### src/rtl/ofifo_drain_ctrl_pkg.sv
// rtl/ofifo_drain_ctrl_pkg.sv - shared accelerator constants and drain FSM encoding
//
// Holds the OFIFO geometry (lane count, partial-sum width), the default OFIFO
// read latency and the drain controller state encoding.
package ofifo_drain_ctrl_pkg;

    // OFIFO geometry shared with the array/OFIFO
    localparam int ofifo_col     = 8;
    localparam int ofifo_psum_bw = 16;

    // Cycles from ofifo_rd high to the row being valid on ofifo_out
    localparam int drain_rd_lat  = 2;

    typedef enum logic [1:0] {
        IDLE  = 2'd0,
        ISSUE = 2'd1,
        WAIT  = 2'd2,
        WRITE = 2'd3
    } drain_state_t;

    // Bits needed by the WAIT down-counter; it never holds more than lat-1.
    function automatic int lat_cnt_width(input int lat);
        return (lat > 2) ? $clog2(lat) : 1;
    endfunction

endpackage

### src/rtl/ofifo_drain_ctrl_if.sv
// rtl/ofifo_drain_ctrl_if.sv - OFIFO read and psum SRAM write bundle
//
// Signals:
//   ofifo_valid  OFIFO all lanes non-empty
//   ofifo_out    OFIFO read data (psum_bw*col)
//   ofifo_rd     OFIFO read request
//   sram_wen     SRAM write enable, active-high
//   sram_addr    SRAM write address
//   sram_din     SRAM write data
// master: the drain controller; slave: the OFIFO/SRAM side.
interface ofifo_drain_ctrl_if
    import ofifo_drain_ctrl_pkg::*;
#(
    parameter int col     = ofifo_col,
    parameter int psum_bw = ofifo_psum_bw,
    parameter int addr_bw = 11
);
    logic                     ofifo_valid;
    logic [psum_bw*col-1:0]   ofifo_out;
    logic                     ofifo_rd;
    logic                     sram_wen;
    logic [addr_bw-1:0]       sram_addr;
    logic [psum_bw*col-1:0]   sram_din;

    modport master (
        input  ofifo_valid,
        input  ofifo_out,
        output ofifo_rd,
        output sram_wen,
        output sram_addr,
        output sram_din
    );

    modport slave (
        output ofifo_valid,
        output ofifo_out,
        input  ofifo_rd,
        input  sram_wen,
        input  sram_addr,
        input  sram_din
    );
endinterface

### src/rtl/ofifo_drain_ctrl_drain_lat_cnt.sv
// rtl/ofifo_drain_ctrl_drain_lat_cnt.sv - loadable down-counter timing the WAIT phase
//
// Ports:
//   clk, reset  clock, asynchronous active-high reset
//   load        load load_val this cycle
//   load_val    starting count
//   expired     count is zero
module drain_lat_cnt #(
    parameter int width = 1
) (
    input  logic             clk,
    input  logic             reset,
    input  logic             load,
    input  logic [width-1:0] load_val,
    output logic             expired
);
    logic [width-1:0] cnt;

    always_ff @(posedge clk or posedge reset) begin
        if (reset) begin
            cnt <= '0;
        end else if (load) begin
            cnt <= load_val;
        end else if (cnt != '0) begin
            cnt <= cnt - 1'b1;
        end
    end

    assign expired = (cnt == '0);
endmodule

### src/rtl/ofifo_drain_ctrl.sv
// rtl/ofifo_drain_ctrl.sv - drains OFIFO rows into consecutive psum SRAM addresses
//
// Ports:
//   clk        clock, all state on rising edge
//   reset      asynchronous active-high reset
//   start      one-cycle pulse, accepted only in IDLE
//   base_addr  first SRAM address, sampled on accepted start
//   num_rows   rows to drain, sampled on accepted start
//   bus        OFIFO read / SRAM write bundle (master side)
//   busy       job in progress
//   done       one-cycle pulse at job completion
//
// Per row: ISSUE waits for ofifo_valid, then raises ofifo_rd for one cycle;
// WAIT covers the rest of the read latency; WRITE stores the row. One read is
// outstanding at a time, giving one row every rd_lat+2 cycles.
module ofifo_drain_ctrl
    import ofifo_drain_ctrl_pkg::*;
#(
    parameter int col     = ofifo_col,
    parameter int psum_bw = ofifo_psum_bw,
    parameter int addr_bw = 11,
    parameter int rd_lat  = drain_rd_lat
) (
    input  logic                      clk,
    input  logic                      reset,
    input  logic                      start,
    input  logic [addr_bw-1:0]        base_addr,
    input  logic [addr_bw-1:0]        num_rows,
    ofifo_drain_ctrl_if.master        bus,
    output logic                      busy,
    output logic                      done
);
    localparam int  data_w    = psum_bw * col;
    localparam int  lat_w     = lat_cnt_width(rd_lat);
    // With a one-cycle read latency the row is ready right after the read,
    // so the WAIT phase collapses to nothing.
    localparam bit  skip_wait = (rd_lat <= 1);
    // The ofifo_rd cycle already counts as one latency cycle.
    localparam logic [lat_w-1:0] wait_load = lat_w'(rd_lat - 2);

    drain_state_t       state, state_nx;
    logic               rd_q, rd_nx;
    logic               wen_q, wen_nx;
    logic               done_q, done_nx;
    logic [addr_bw-1:0] addr_q, addr_nx;
    logic [addr_bw-1:0] rem_q, rem_nx;
    logic               lat_load;
    logic               lat_expired;

    drain_lat_cnt #(.width(lat_w)) u_lat_cnt (
        .clk      (clk),
        .reset    (reset),
        .load     (lat_load),
        .load_val (wait_load),
        .expired  (lat_expired)
    );

    always_ff @(posedge clk or posedge reset) begin
        if (reset) begin
            state  <= IDLE;
            rd_q   <= 1'b0;
            wen_q  <= 1'b0;
            done_q <= 1'b0;
            addr_q <= '0;
            rem_q  <= '0;
        end else begin
            state  <= state_nx;
            rd_q   <= rd_nx;
            wen_q  <= wen_nx;
            done_q <= done_nx;
            addr_q <= addr_nx;
            rem_q  <= rem_nx;
        end
    end

    // Next state plus next values of the registered outputs, so ofifo_rd,
    // sram_wen and done are all flop outputs.
    always_comb begin
        state_nx = state;
        rd_nx    = 1'b0;
        wen_nx   = 1'b0;
        done_nx  = 1'b0;
        addr_nx  = addr_q;
        rem_nx   = rem_q;
        lat_load = 1'b0;
        case (state)
            IDLE: begin
                if (start) begin
                    if (num_rows == '0) begin
                        done_nx = 1'b1;
                    end else begin
                        addr_nx  = base_addr;
                        rem_nx   = num_rows;
                        state_nx = ISSUE;
                    end
                end
            end
            ISSUE: begin
                // rd_q high means this is the single read cycle of the row.
                if (rd_q) begin
                    if (skip_wait) begin
                        state_nx = WRITE;
                        wen_nx   = 1'b1;
                    end else begin
                        state_nx = WAIT;
                        lat_load = 1'b1;
                    end
                end else if (bus.ofifo_valid) begin
                    rd_nx = 1'b1;
                end
            end
            WAIT: begin
                if (lat_expired) begin
                    state_nx = WRITE;
                    wen_nx   = 1'b1;
                end
            end
            WRITE: begin
                addr_nx = addr_q + 1'b1;
                rem_nx  = rem_q - 1'b1;
                if (rem_q == {{(addr_bw-1){1'b0}}, 1'b1}) begin
                    state_nx = IDLE;
                    done_nx  = 1'b1;
                end else begin
                    state_nx = ISSUE;
                end
            end
            default: state_nx = IDLE;
        endcase
    end

    assign bus.ofifo_rd  = rd_q;
    assign bus.sram_wen  = wen_q;
    assign bus.sram_addr = addr_q;
    assign bus.sram_din  = wen_q ? bus.ofifo_out : {data_w{1'b0}};
    assign busy          = (state != IDLE);
    assign done          = done_q;
endmodule

### src/flat_wrapper.sv
// flat-port wrapper written by rule: the top's interface ports become plain ports
module ofifo_drain_ctrl_flat import ofifo_drain_ctrl_pkg::*;
#(
    parameter int col     = ofifo_col,
    parameter int psum_bw = ofifo_psum_bw,
    parameter int addr_bw = 11,
    parameter int rd_lat  = drain_rd_lat
)
  (clk, reset, start, base_addr, num_rows, busy, done, bus_ofifo_valid, bus_ofifo_out, bus_ofifo_rd, bus_sram_wen, bus_sram_addr, bus_sram_din);
  ofifo_drain_ctrl_if #(.col(col), .psum_bw(psum_bw), .addr_bw(addr_bw)) bus_i ();
  input  logic clk;
  input  logic reset;
  input  logic start;
  input  logic [addr_bw-1:0] base_addr;
  input  logic [addr_bw-1:0] num_rows;
  output logic busy;
  output logic done;
  input wire logic [$bits(bus_i.ofifo_valid)-1:0] bus_ofifo_valid;
  input wire logic [$bits(bus_i.ofifo_out)-1:0] bus_ofifo_out;
  output wire logic [$bits(bus_i.ofifo_rd)-1:0] bus_ofifo_rd;
  output wire logic [$bits(bus_i.sram_wen)-1:0] bus_sram_wen;
  output wire logic [$bits(bus_i.sram_addr)-1:0] bus_sram_addr;
  output wire logic [$bits(bus_i.sram_din)-1:0] bus_sram_din;
  assign bus_i.ofifo_valid = bus_ofifo_valid;
  assign bus_i.ofifo_out = bus_ofifo_out;
  assign bus_ofifo_rd = bus_i.ofifo_rd;
  assign bus_sram_wen = bus_i.sram_wen;
  assign bus_sram_addr = bus_i.sram_addr;
  assign bus_sram_din = bus_i.sram_din;
  ofifo_drain_ctrl #(.col(col), .psum_bw(psum_bw), .addr_bw(addr_bw), .rd_lat(rd_lat)) u_core (.clk(clk), .reset(reset), .start(start), .base_addr(base_addr), .num_rows(num_rows), .bus(bus_i), .busy(busy), .done(done));
endmodule
### config.mk
export PLATFORM = sky130hd
export DESIGN_NAME = ofifo_drain_ctrl_flat
export DESIGN_NICKNAME = d
export VERILOG_FILES = /design/src/rtl/ofifo_drain_ctrl_pkg.sv /design/src/rtl/ofifo_drain_ctrl_if.sv /design/src/rtl/ofifo_drain_ctrl_drain_lat_cnt.sv /design/src/rtl/ofifo_drain_ctrl.sv /design/src/flat_wrapper.sv
export SDC_FILE = /design/constraint.sdc
export NUM_CORES = 1
export LEC_CHECK = 0
export ABC_AREA = 1
export CAP_MARGIN = 5
export CORE_AREA = 2 2 115 117
export CTS_CLUSTER_SIZE = 20
export DETAILED_ROUTE_END_ITERATION = 8
export DIE_AREA = 0 0 117 119
export PLACE_DENSITY = 0.72
export SETUP_SLACK_MARGIN = 0.3
export SYNTH_ARGS = -nofsm -noshare
export SYNTH_HDL_FRONTEND = slang
export SYNTH_SLANG_ARGS = --single-unit
### constraint.sdc
create_clock -name clk -period 3.9 [get_ports clk]
set_input_delay 0.585 -clock clk [delete_from_list [all_inputs] [get_ports clk]]
set_output_delay 0.585 -clock clk [all_outputs]
set_load 0.01 [all_outputs]
* Word level (Yosys, flattened, before mapping)
Index checks and enable logic that the tools add are counted.
Word-level totals: logic and storage cells 50, bits in writable memories 0, ROM bits 0, register bits 28, bits in latches 0, bits of input ports 154, memories 0, output and inout bits 143
Cells by class: bitwise gates (word level) 0, eq/ne operators 8, multiplexer cells 26, shift-type cells 0, reductions and logical operators 6, $add $sub $neg 3, div/mod/pow operators 0, order comparisons 0, $mul 0
Operators by type and width (number):
- 128-bit two-way mux | 1
- 11-bit two-way mux | 4
- 11-bit case mux with 2 select lines | 2
- 1-bit two-way mux | 13
- 11-bit by 1-bit adder with 11-bit output (second input constant) | 1
- 11-bit by 1-bit equality test with 1-bit output (second input constant) | 1
- 11-bit logical NOT | 1
- 11-bit by 1-bit subtractor with 11-bit output (second input constant) | 1
- 2-bit two-way mux | 4
- 2-bit case mux with 4 select lines | 1
- 2-bit != test (second input constant) | 3
- 2-bit equality test (second input constant) | 2
- 4-bit AND reduction | 1
- 2-bit nonzero test | 2
- 3-bit AND reduction | 1
- 2-bit by 1-bit equality test with 1-bit output (second input constant) | 1
- 2-bit logical NOT | 1
- 2-bit by 1-bit != test with 1-bit output (second input constant) | 1
- 1-bit case mux with 2 select lines | 1
- 1-bit subtractor (second input constant) | 1

* Depth between registers and ports, before layout
word-level depth 4, mapped depth 10, depth with buffers taken out 10

* Cells and area by module
A second synthesis with hierarchy kept.
Unflattened totals: cell total of the unflattened synthesis 580, area, all modules 3054.2 um^2
By module, submodules not included:
- ofifo_drain_ctrl | sequential area each 675.6 um^2, cells each 575, instances 1, area an instance 3014.1 um^2
- drain_lat_cnt | sequential area each 25.0 um^2, cells each 5, instances 1, area an instance 40.0 um^2

* Worst setup path after synthesis
No wires, ideal clock.
path type flip-flop to output port, from register u_core.wen_q (netlist: u_core.bus.sram_wen), to output bus_sram_din[0], data required time 3.315 ns, cell stages (with the launch flop) 5, arrival 1.085 ns, path buffers 2, setup slack 2.230 ns, cells stage by stage dfrtp_1 > clkbuf_1 > clkbuf_1 > nand2_1 > inv_1
Between the ends: longest elaborated chain between the ends 1
Ends and longest elaborated chain:
- start, declared | RTL line ofifo_drain_ctrl.sv:43 | logic wen_q, wen_nx;
- start signal, assigned | RTL line ofifo_drain_ctrl.sv:69 | wen_q <= wen_nx;
- 128-bit two-way mux | RTL line ofifo_drain_ctrl.sv:135 | assign bus.sram_din = wen_q ? bus.ofifo_out : {data_w{1'b0}};
- end, declared | RTL line flat_wrapper.sv:23 | output wire logic [$bits(bus_i.sram_din)-1:0] bus_sram_din;
No other way between the ends.

* Final worst setup path
from register u_core.wen_q (netlist: u_core.bus.sram_wen), to output bus_sram_din[57]
The elaborated chain is that of the path after synthesis.

==> metrics.md <==
| Metric | Value |
|---|---|
| Number of vias per cell after detailed routing | `4.18` |
| Outcome | `finished clean` |
| Critical Path Start Type | `register` |
| Worst setup path start | `u_core.bus.sram_wen` |
| Reg power frac | `19.5%` |
| Max Clk Rate | `0.352 GHz` |
| First-pass detailed-route iteration total | `4` |
| Fraction of the mapped netlist area in adder cells | `3.29%` |
| Simple logic cell fraction of the synthesized area | `45.5%` |
| Number of hold-repair buffers added at the cts stage | `0` |
| Pin count of the biggest net entering global routing | `74` |
| Combinational family with the most area after synthesis | `simple AND/OR/NAND/NOR gates` |
| Worst-Skew Late Latency | `0.27 ns` |
| Met1 Wirelength | `7940 µm` |
| Flops & latches, synth | `27` |
| Fin cells | `1044` |
| Cell internal pwr | `0.00179 W` |
| DRC violations left | `0` |
| Worst flop-to-flop path startpoint | `u_core.state[0]` |
| Total placed instance area | `6140 µm²` |
| Layout cell share with drive strength beyond 1 | `3.01%` |
| X dimension of the die | `117 µm` |
| Register-to-register setup slack | `1.98 ns` |
| Number of warnings printed during yosys synthesis | `0` |
| Met3 routed WL | `2110 µm` |
| Core Box Area | `12900 µm²` |
| Hold violation total from the final report | `0` |
| Switching portion of total power | `49.1%` |
| Row Count | `42` |
| Number of distinct library cell variants in the gate-level netlist after synthesis | `24` |
| Post-Synthesis Cells | `584` |
| Worst hold path type | `register to register` |
| CP Capture Point | `bus_sram_din[57]` |
| Count of buffers from port buffering | `296` |
| Switching power total | `0.00173 W` |
| Final critical-path share of the clock period | `72.8%` |
| Root buffer cell | `clkbuf_16` |
| Total track usage | `24.9%` |
| Multiplexer fraction of the synthesized cell area | `0%` |
| Synthesized net count | `746` |
| Detailed-route wire length | `18100 µm` |
| Post-Place Cells | `1037` |
| Highest routing layer actually used | `met5` |
| Setup TNS | `0 ns` |
| Routed wire length per instance | `17.3 µm` |
| Total die area | `13900 µm²` |
| Power consumption | `0.00352 W` |
| Clock net sink count | `27` |
| Clock tree buffer depth | `2` |
| Final net count | `1028` |
| WL met2 | `7810 µm` |
| Peak fanout along the critical path | `73` |
| Via count of the first global-routing pass | `4132` |
| Parity-gate share of the synthesized area counting xor and xnor cells | `0%` |
| Final Setup Violations | `0` |
| Synthesized area divided by synthesized cell count | `5.21 µm²` |
| Clock share of power | `7.2%` |
| RSZ-0062 raised after global routing | `no` |
| Post_cts resized | `0` |
| Largest voltage drop on the vdd net | `0.332 mV` |
| Worst r2r dst | `u_core.rem_q[8]` |
| Worst slew slack as a fraction of its limit | `52.9%` |
| Initial antenna violation count | `4` |
| Via count | `4359` |
| Final weighted congestion in routability-driven placement | `0.829` |
| Synthesis-to-layout area growth | `105%` |
| Detailed router's first-iteration violation count | `228` |
| I/O pin total | `297` |
| PwrDens | `565 nW/µm²` |
| Setup CP Type | `register to output pin` |
| Setup clock skew after layout | `0.00488 ns` |
| Share of power burned in combinational logic | `73.3%` |
| Worst Path Arrival | `2.25 ns` |
| Count of max-cap constraint violations | `0` |
| Post-CTS repair timing setup buffer count | `0` |
| Post-route minimum period | `2.84 ns` |
| Gr ovfl total | `0` |
| Total number of H-tree levels | `1` |
| Height of the die | `119 µm` |
| Clock slew seen by the registers of the worst setup and hold paths | `0.07 ns` |
| Detail Route Antenna Nets | `0` |
| Post-synthesis compound-gate area fraction | `4.73%` |
| Number of cell instances on the worst register-to-register path | `8` |
| Clock tree from TritonCTS | `yes` |
| Final instance area | `6230 µm²` |
| First-pass GRT wire length | `25400 µm` |
| Placed wire-length estimate after detailed placement | `15000 µm` |
| Proportion of synthesized chip area in sequential cells | `22.2%` |
| Leakage power figure | `3.53 nW` |
| Data required time of the critical path | `3.31 ns` |
| Synth Cell Area | `3040 µm²` |
| Type of destination of the critical path | `output pin` |
| Transition time of the tightest slew-check pin | `0.707 ns` |
| Initial Utilization | `23.6%` |
| Final Max Slew Viols | `0` |
| Utilization after layout | `48.4%` |
| Number of clock buffers inserted by TritonCTS | `3` |
flip-flops by register name (all words and copies together), names as in the netlist:
register and cells:
u_core.done 1, u_core.bus.sram_addr 11, u_core.state 2, u_core.bus.ofifo_rd 1, u_core.rem_q 11, u_core.bus.sram_wen 1
layout make-up:
class                           count  area (µm²)
Timing Repair Buffer              299        3000
Multi-Input combinational cell    373        1630
Sequential cell                    27         679
Antenna cell                        3        7.51
Fill cell                        1316        6650
Clock buffer                        3        75.1
Tap cell                          176         220
Clock inverter                      1        7.51
Inverter                          162         613
power by group through the flow:
stage / registers (W) / logic [W] / clock network, W
finish: 0.000688 / 0.00258 / 0.000252
global route: 0.000719 / 0.00285 / 0.000269
CTS: 0.000682 / 0.00260 / 0.000252
detailed placement: 0.000685 / 0.00258 / 0
global placement: 0.000683 / 0.00257 / 0
floorplan: 0.000580 / 0.00143 / 0
how the worst min path moves through the flow:
stage                             start                        to  slack, ns  cells past startpoint
2_1_floorplan           u_core.rem_q[7]           u_core.rem_q[7]       0.48                      2
3_3_place_gp            u_core.rem_q[7]           u_core.rem_q[7]       0.51                      2
3_5_place_dp            u_core.rem_q[7]           u_core.rem_q[7]       0.51                      2
4_1_cts                 u_core.rem_q[7]           u_core.rem_q[7]       0.53                      2
5_1_grt        u_core.bus.sram_addr[10]  u_core.bus.sram_addr[10]       0.56                      2
6_report       u_core.bus.sram_addr[10]  u_core.bus.sram_addr[10]       0.53                      2
through the flow:
step / hold WS, ns / setup slack (ns)
after global placement: 0.510 / 1.32
after floorplan: 0.476 / 2.23
after global routing: 0.565 / 0.946
final: 0.531 / 1.06
after CTS: 0.532 / 1.06
after detailed placement: 0.513 / 1.34
cells in the mapped netlist:
library cell / instances / share of area, %
a21oi_1: 2 / 0.33
buf_12: 1 / 0.66
buf_2: 8 / 1.3
buf_6: 2 / 0.74
clkbuf_1: 11 / 1.4
dfrtp_1: 27 / 22
ha_1: 8 / 3.3
inv_1: 160 / 20
inv_2: 1 / 0.12
inv_6: 1 / 0.29
nand2_1: 250 / 31
nand2_2: 4 / 0.82
nand3_1: 30 / 4.9
nand3_4: 1 / 0.58
nand3b_1: 3 / 0.74
nand4_1: 5 / 1.0
nor2_1: 44 / 5.4
nor2_2: 2 / 0.41
nor3_1: 2 / 0.33
o211ai_1: 1 / 0.25
o21ai_0: 10 / 1.6
o21ai_2: 7 / 2.0
o21bai_1: 2 / 0.49
or2_2: 2 / 0.41
logic make-up (layout without fill, tap and decap cells):
kind of cell | Yosys count | in the layout
AO/OA/AOI/OAI | 22 | 22
flip-flops | 27 | 27
AND/OR/NAND/NOR | 343 | 343
other | 0 | 3
buffers and inverters | 184 | 465
adder cells (fa/ha/maj) | 8 | 8
cells in the final DEF, fill, tap and decap left out:
cell | Yosys | layout
clkbuf_16 | 0 | 3
buf_4 | 0 | 2
a21oi_1 | 2 | 2
clkdlybuf4s50_1 | 0 | 296
nor2_2 | 2 | 2
nand3_1 | 30 | 30
nand4_1 | 5 | 5
or2_2 | 2 | 2
nand3b_1 | 3 | 3
nand2_1 | 250 | 250
o21bai_1 | 2 | 2
nand2_2 | 4 | 4
ha_1 | 8 | 8
buf_12 | 1 | 1
nor2_1 | 44 | 44
diode_2 | 0 | 3
nor3_1 | 2 | 2
nand3_4 | 1 | 1
clkinvlp_4 | 0 | 1
o211ai_1 | 1 | 1
inv_1 | 160 | 160
inv_2 | 1 | 1
inv_6 | 1 | 1
o21ai_0 | 10 | 10
dfrtp_4 | 0 | 1
dfrtp_1 | 27 | 26
o21ai_2 | 7 | 7
per-layer routing:
metal / global-route usage (%) / vias to the layer above
met5: 0 / -
met4: 2.87 / 6
met3: 10.2 / 17
met2: 39.6 / 179
met1: 32.6 / 1940
li1: - / 2217
worst max-delay path, cell delays in order (launching register included):
cell and delay, ns:
dfrtp_4 0.90, buf_12 0.32, nand2_1 0.09, inv_1 0.08, clkdlybuf4s50_1 0.58
No activity file was read; power rests on OpenSTA's default activity.
